==> src/rtl/alu_sequencer.sv <==
// Sequencer for an external ALU: decodes instructions, reads operands, writes back results and status.
// Optional macro ALU_CMP_EN makes opcode 0x0B (CMP) legal, issuing it to the ALU as SUB.
module alu_sequencer #(
    parameter int unsigned REG_COUNT = 16,
    parameter int unsigned IMM_W     = 11
) (
    input  logic        clk,
    input  logic        rst,
    input  logic        instr_valid,
    output logic        instr_ready,
    input  logic [31:0] instr,
    output logic [7:0]  alu_op,
    output logic [31:0] alu_a,
    output logic [31:0] alu_b,
    input  logic [31:0] alu_out,
    input  logic        alu_z,
    input  logic        alu_n,
    input  logic        alu_c,
    input  logic        alu_v,
    input  logic        alu_s,
    input  logic        alu_h,
    output logic        res_valid,
    input  logic        res_ready,
    output logic [31:0] res_data,
    output logic [3:0]  res_rd,
    output logic        res_err,
    output logic [5:0]  status,
    input  logic [3:0]  dbg_addr,
    output logic [31:0] dbg_data
);
    localparam int unsigned DW  = 32;
    localparam int unsigned RW  = 4;
    localparam int unsigned OPW = 8;
    localparam int unsigned SW  = 6;
    localparam logic [OPW-1:0] OP_LD  = 8'h01;
    localparam logic [OPW-1:0] OP_SUB = 8'h04;
    localparam logic [OPW-1:0] OP_SL  = 8'h09;
    localparam logic [OPW-1:0] OP_SR  = 8'h0A;
    localparam logic [OPW-1:0] OP_CMP = 8'h0B;
`ifdef ALU_CMP_EN
    localparam bit CMP_EN = 1'b1;
`else
    localparam bit CMP_EN = 1'b0;
`endif

    typedef enum logic [1:0] {IDLE = 2'd0, EXEC = 2'd1, WB = 2'd2} state_t;

    state_t         state_q, state_d;
    logic [DW-1:0]  regs [REG_COUNT];
    logic [RW-1:0]  rd_q, rd_d;
    logic           legal_q, legal_d;
    logic           we_q, we_d;
    logic           se_q, se_d;
    logic           reg_we;
    logic [OPW-1:0] alu_op_d;
    logic [DW-1:0]  alu_a_d, alu_b_d;
    logic           res_valid_d, res_err_d;
    logic [DW-1:0]  res_data_d;
    logic [RW-1:0]  res_rd_d;
    logic [SW-1:0]  status_d;

    logic [OPW-1:0] f_op;
    logic [RW-1:0]  f_rd, f_ra, f_rb;
    logic           f_sel;
    logic [DW-1:0]  f_imm;
    logic [DW-1:0]  opnd_a, opnd_b;
    logic           is_cmp, op_known, shift_bad, legal_c;

    assign f_op  = instr[31:24];
    assign f_rd  = instr[23:20];
    assign f_ra  = instr[19:16];
    assign f_rb  = instr[15:12];
    assign f_sel = instr[11];
    assign f_imm = DW'(instr[IMM_W-1:0]);

    // r0 is never written, so it always reads back as zero
    assign dbg_data = regs[dbg_addr];

    // Operand fetch and legality of the offered instruction
    always_comb begin
        opnd_a   = regs[f_ra];
        opnd_b   = f_sel ? f_imm : regs[f_rb];
        is_cmp   = CMP_EN && (f_op == OP_CMP);
        case (f_op)
            8'h01, 8'h03, 8'h04, 8'h05, 8'h06,
            8'h07, 8'h08, 8'h09, 8'h0A: op_known = 1'b1;
            default:                    op_known = is_cmp;
        endcase
        shift_bad = ((f_op == OP_SL) || (f_op == OP_SR)) &&
                    ((opnd_b == '0) || (opnd_b > DW'(32)));
        legal_c   = op_known && !shift_bad;
    end

    // Next-state and registered-output logic
    always_comb begin
        state_d     = state_q;
        rd_d        = rd_q;
        legal_d     = legal_q;
        we_d        = we_q;
        se_d        = se_q;
        reg_we      = 1'b0;
        alu_op_d    = alu_op;
        alu_a_d     = alu_a;
        alu_b_d     = alu_b;
        res_valid_d = res_valid;
        res_data_d  = res_data;
        res_rd_d    = res_rd;
        res_err_d   = res_err;
        status_d    = status;
        case (state_q)
            IDLE: begin
                if (instr_valid) begin
                    alu_op_d = is_cmp ? OP_SUB : f_op;
                    alu_a_d  = opnd_a;
                    alu_b_d  = opnd_b;
                    rd_d     = f_rd;
                    legal_d  = legal_c;
                    we_d     = legal_c && (f_rd != '0) && !is_cmp;
                    se_d     = legal_c && (f_op != OP_LD);
                    state_d  = EXEC;
                end
            end
            EXEC: begin
                reg_we      = we_q;
                if (se_q) status_d = {alu_h, alu_s, alu_v, alu_c, alu_n, alu_z};
                res_valid_d = 1'b1;
                res_data_d  = legal_q ? alu_out : '0;
                res_rd_d    = rd_q;
                res_err_d   = !legal_q;
                state_d     = WB;
            end
            WB: begin
                if (res_ready) begin
                    res_valid_d = 1'b0;
                    state_d     = IDLE;
                end
            end
            default: state_d = IDLE;
        endcase
    end

    always_ff @(posedge clk or posedge rst) begin
        if (rst) begin
            state_q     <= IDLE;
            instr_ready <= 1'b1;
            rd_q        <= '0;
            legal_q     <= 1'b0;
            we_q        <= 1'b0;
            se_q        <= 1'b0;
            alu_op      <= '0;
            alu_a       <= '0;
            alu_b       <= '0;
            res_valid   <= 1'b0;
            res_data    <= '0;
            res_rd      <= '0;
            res_err     <= 1'b0;
            status      <= '0;
        end else begin
            state_q     <= state_d;
            instr_ready <= (state_d == IDLE);
            rd_q        <= rd_d;
            legal_q     <= legal_d;
            we_q        <= we_d;
            se_q        <= se_d;
            alu_op      <= alu_op_d;
            alu_a       <= alu_a_d;
            alu_b       <= alu_b_d;
            res_valid   <= res_valid_d;
            res_data    <= res_data_d;
            res_rd      <= res_rd_d;
            res_err     <= res_err_d;
            status      <= status_d;
        end
    end

    // Register file; write-back lands on the edge that closes EXEC
    always_ff @(posedge clk or posedge rst) begin
        if (rst) begin
            for (int i = 0; i < int'(REG_COUNT); i++) regs[i] <= '0;
        end else if (reg_we) begin
            regs[rd_q] <= alu_out;
        end
    end
endmodule

==> config.mk <==
export PLATFORM = sky130hd
export DESIGN_NAME = alu_sequencer
export DESIGN_NICKNAME = d
export VERILOG_FILES = /design/src/rtl/alu_sequencer.sv
export SDC_FILE = /design/constraint.sdc
export NUM_CORES = 1
export LEC_CHECK = 0
export ABC_CLOCK_PERIOD_IN_PS = 26100
export CELL_PAD_IN_SITES_DETAIL_PLACEMENT = 1
export CELL_PAD_IN_SITES_GLOBAL_PLACEMENT = 1
export CORE_MARGIN = 5
export CORE_UTILIZATION = 51
export CTS_BUF_LIST = sky130_fd_sc_hd__clkbuf_16
export CTS_CLUSTER_DIAMETER = 150
export DETAILED_ROUTE_END_ITERATION = 8
export HOLD_SLACK_MARGIN = 0.08
export PLACE_DENSITY_LB_ADDON = 0.08
export SYNTH_ARGS = -nofsm -noshare
export SYNTH_HDL_FRONTEND = slang
export SYNTH_SLANG_ARGS = --single-unit
export TNS_END_PERCENT = 20
==> constraint.sdc <==
create_clock -name clk -period 26.1 [get_ports clk]
set_clock_uncertainty 0.15 [all_clocks]
set_input_delay 5.22 -clock clk [delete_from_list [all_inputs] [get_ports clk]]
set_output_delay 5.22 -clock clk [all_outputs]
set_load 0.03 [all_outputs]
# Word level (Yosys, flattened, before mapping)
# Memories as Yosys holds them, arrays and structs flattened.
# Index checks and enable logic that the tools add are counted.
[classes]
n_reduce_logical = 18
magnitude_cmp = 6
bitwise = 4
mux = 21
n_eq_ne = 6
[op_table]
columns = ["operator", "n"]
rows = [
  ["512-bit bitwise mux", 1],
  ["32-bit binary-select mux with 4-bit select", 3],
  ["32-bit 2-to-1 mux", 9],
  ["32-bit demux with 4-bit select", 1],
  ["32-bit by 6-bit greater-than comparator with 1-bit output (second input constant)", 1],
  ["32-bit zero test", 1],
  ["5-bit >= comparator (second input constant)", 4],
  ["4-bit inverter with 5-bit output", 4],
  ["8-bit by 4-bit == test with 1-bit output (second input constant)", 2],
  ["8-bit by 1-bit inequality test with 1-bit output (second input constant)", 1],
  ["2-bit one-hot mux with 3 select lines", 1],
  ["2-bit AND reduction", 3],
  ["1-bit logical AND", 5],
  ["5-bit by 1-bit < comparator with 1-bit output (second input constant)", 1],
  ["2-bit zero test", 2],
  ["4-bit zero test", 1],
  ["2-bit 2-to-1 mux", 2],
  ["4-bit nonzero test", 1],
  ["1-bit 2-to-1 mux", 3],
  ["2-bit by 1-bit == test with 1-bit output (second input constant)", 1],
  ["2-bit == test (second input constant)", 1],
  ["1-bit zero test", 2],
  ["1-bit logical OR", 2],
  ["2-bit inequality test (second input constant)", 1],
  ["other kinds (2)", 2],
]
[totals]
reg_bits = 638
output_inout_bits = 149
in_bits = 78
wordCells = 86
mem_bits_ro = 16
n_memories = 1
[memory_table]
columns = ["name", "words", "word_bits", "rd", "rd_clocked_by_memory_dff", "wr", "line_no", "text"]
rows = [
  ["(name not given)", 16, 1, 1, 0, 0, "84", "case (f_op)"],
]

# Logic depth before layout (Yosys ltp)
[logic_depth]
depth_word = 11
depth_mapped = 11

# Worst setup path before layout
# Ideal clock, no wire load.
[synth_timing]
path_kind = "input to output"
start = "input port dbg_addr[0]"
end = "output port dbg_data[10]"
cell_stages = 5
n_path_buf = 3
arrival_time_ns = 7.249
setup_slack_ns = 13.481
cell_sequence = "clkbuf_1 -> buf_1 -> clkbuf_1 -> mux4_2 -> mux4_2"
[synth_via]
elab_chain_cells = 4
[synth_rtl]
columns = ["element", "line_no", "text"]
rows = [
  ["start: declaration", "28", "input logic [3:0] dbg_addr,"],
  ["4-bit inverter with 5-bit output (not written as such)", "77", "assign dbg_data = regs[dbg_addr];"],
  ["32-bit binary-select mux with 4-bit select", "77", ""],
  ["32-bit 2-to-1 mux (not written as such) (2 in a row)", "77", ""],
  ["end: declaration", "29", "output logic [31:0] dbg_data"],
]
# No other way between the ends. The select of a mux whose other input is x is not followed.

# Worst setup path after layout
[layout_timing]
start = "input port dbg_addr[1]"
end = "output port dbg_data[7]"
# The elaborated chain is that of the path after synthesis.

==> metrics <==
Worst-path clk slew=0.06 ns; Critical-path top delay cell=buf_4; Mapped Nets=2508; RSZ-0062 raised after global routing=no; TritonCTS Buffers=73; CTS tree=built; fin crit share=0.535; CTS Sinks=638; hold slack final=0.313 ns; Port-buffer cells=226; area leader, netlist=dfrtp_1; die span in x=275 um; syn_area_per_cell=14.7 um^2; final max-slew violation count=0; placed standard-cell area=38600 um^2; crit path launch type=input port; Most used DFF post-synth=dfrtp_1; worst skew pair latency=0.62 ns; FF+latch area=16000 um^2; Synth top cells by count=637 x dfrtp_1, 500 x mux2_2, 420 x mux4_2, 288 x nand2_1, 106 x clkbuf_1; Placer Congestion=0.845; synthesized area=35800 um^2; minimum clock period=13.96 ns; Multi-input gate area=18900 um^2; Worst Reg-to-Reg Cells=11; WL final=121000 um; post-CTS setup buffer count=0; hold crit path type=reg -> reg; floorplan core area=69800 um^2; max_cap viols=0; Hold Crit Depth=2; f_max=71.6 MHz; via total after detailed routing=24360; post-route cell area=41000 um^2; synth warn=0; largest net degree at the start of global routing=175; die area=75500 um^2; DRC viols=0; total track usage=0.323; Layout Area Growth over Synthesis=14.7%; WP data arrival=8.59 ns; library cells used by synthesis=63; Max transition margin=0.215; Leak=17.3 nW; Seq/Total Area, Yosys=0.446; Worst setup EP type=output port; DR iter-0 viols=2589; share of layout cells above drive strength 1=0.425; critical path required time=20.73 ns; CTS H-tree lvls=3; Setup Viol. Count Final=0; post-synth top area share=0.446; Final Util=0.588; Starting Density=0.513; slowest stage delay, CP=0.88 ns; pin slew with the least headroom to its limit=1.16 ns; Yosys reg bits=638; grt total ovfl=0; number of gates resized after CTS=0; # hold bufs at CTS=0; Vias/cell=6.89; Post-synth ARST share=1.00; most common cell in the netlist=dfrtp_1; Cells after Synth=2430; Max Fanout on Critical Path=73; global-route wire length before repair=179000 um; nets=2616; kind of critical path=in -> out; Longest Clk Path Bufs=3; Die Ht=275 um; total negative slack=0 ns; post-DR wirelength/cell=34.1 um; synth top area cells=dfrtp_1 45%, mux4_2 26%, mux2_2 16%; number of fill cells=6442; endpoints failing hold=0; worst vdd ir=54.3 uV; clock root buffer=clkbuf_16; initial antenna violation count=2; Routed Antenna Nets=0; Post-synth EDFFs=0; CP dominant cell by count=mux4_2; row count=97; Pre-Repair DR Iteration Count=5; status=finished clean; Detail Placement HPWL=69200 um; I/O pin count=227; CP Cell Sequence=buf_6 -> buf_4 -> mux4_2 -> mux4_2 -> clkdlybuf4s50_1; power per cell area=72.9 nW/um^2; vias in the first global route=26071
[metrics by stage]
step / power, mW / setup WS [ns] / instances
after CTS: 3.01 / 12.12 / 3536
after global placement: 1.92 / 12.24 / 3403
final: 2.99 / 12.14 / 3537
after detailed placement: 1.95 / 12.13 / 3403
after floorplan: 1.63 / 2.86 / 2430
after global routing: 3.10 / 12.05 / 3536
[worst paths after layout]
check                        startpoint      endpoint  slack (ns)
min in group asynchronous           rst     status[4]        4.97
min reg2reg                res_data[25]  res_data[25]        0.31
max                         dbg_addr[1]   dbg_data[7]       12.14
max in group asynchronous           rst      regs[87]       18.27
min                        res_data[25]  res_data[25]        0.31
max reg2reg                  state_q[1]          we_q       22.34
[where the power goes]
group	internal [mW]	switching [mW]
registers	1.10	0.0876
clock network	0.632	0.429
logic	0.311	0.437
[cell families after synthesis]
| kind of cell | after synthesis | share of synthesized area |
|---|---|---|
| buffers and inverters | 237 | 0.0290 |
| AOI/OAI and AO/OA | 124 | 0.0249 |
| DFF | 638 | 0.446 |
| and+or+nand+nor | 413 | 0.0495 |
| muxes | 1018 | 0.450 |
[worst max-delay path, delay by kind of cell]
kind	cells	cell delay, ns
buffers and inverters	3	2.13
muxes	2	1.15
[area by class of cell]
type	count	share of cell area
Timing Repair Buffer	263	0.0618
Clock inverter	54	0.0114
Sequential cell	638	0.389
Inverter	7	0.000823
Tap cell	940	0.0287
Multi-Input combinational cell	1555	0.460
Clock buffer	79	0.0482
Antenna cell	1	0.0000610
[placed cells by master (no fill, tap or decap), drive strengths merged, types with 12 or more instances in the layout]
cell type,synthesis,final
mux2,530,530
mux4,420,420
clkinv,1,31
o21ai,29,29
nand3,50,50
nand2,288,288
dfrtp,637,637
clkbuf,106,80
inv,6,19
a22oi,27,27
nor2b,12,12
nor2,20,20
mux2i,68,68
buf,124,48
clkdlybuf4s50,0,214
[sequential cells by signal, indices dropped and copies added, names as in the netlist]
signal	count
status	6
we_q	1
regs	512
state_q	2
alu_b	32
instr_ready	1
rd_q	4
alu_a	32
res_err	1
res_data	32
res_valid	1
alu_op	8
se_q	1
res_rd	4
legal_q	1
[metal layers]
metal | share of wire | global-route usage | vias up | wire (um)
li1 | - | - | 9648 | -
met1 | 0.39 | 0.436 | 13297 | 47300
met2 | 0.48 | 0.521 | 1125 | 58500
met3 | 0.081 | 0.0733 | 288 | 9820
met4 | 0.042 | 0.118 | 2 | 5050
met5 | 0.00011 | 0 | - | 13
Power figures use the tool's default switching activity.
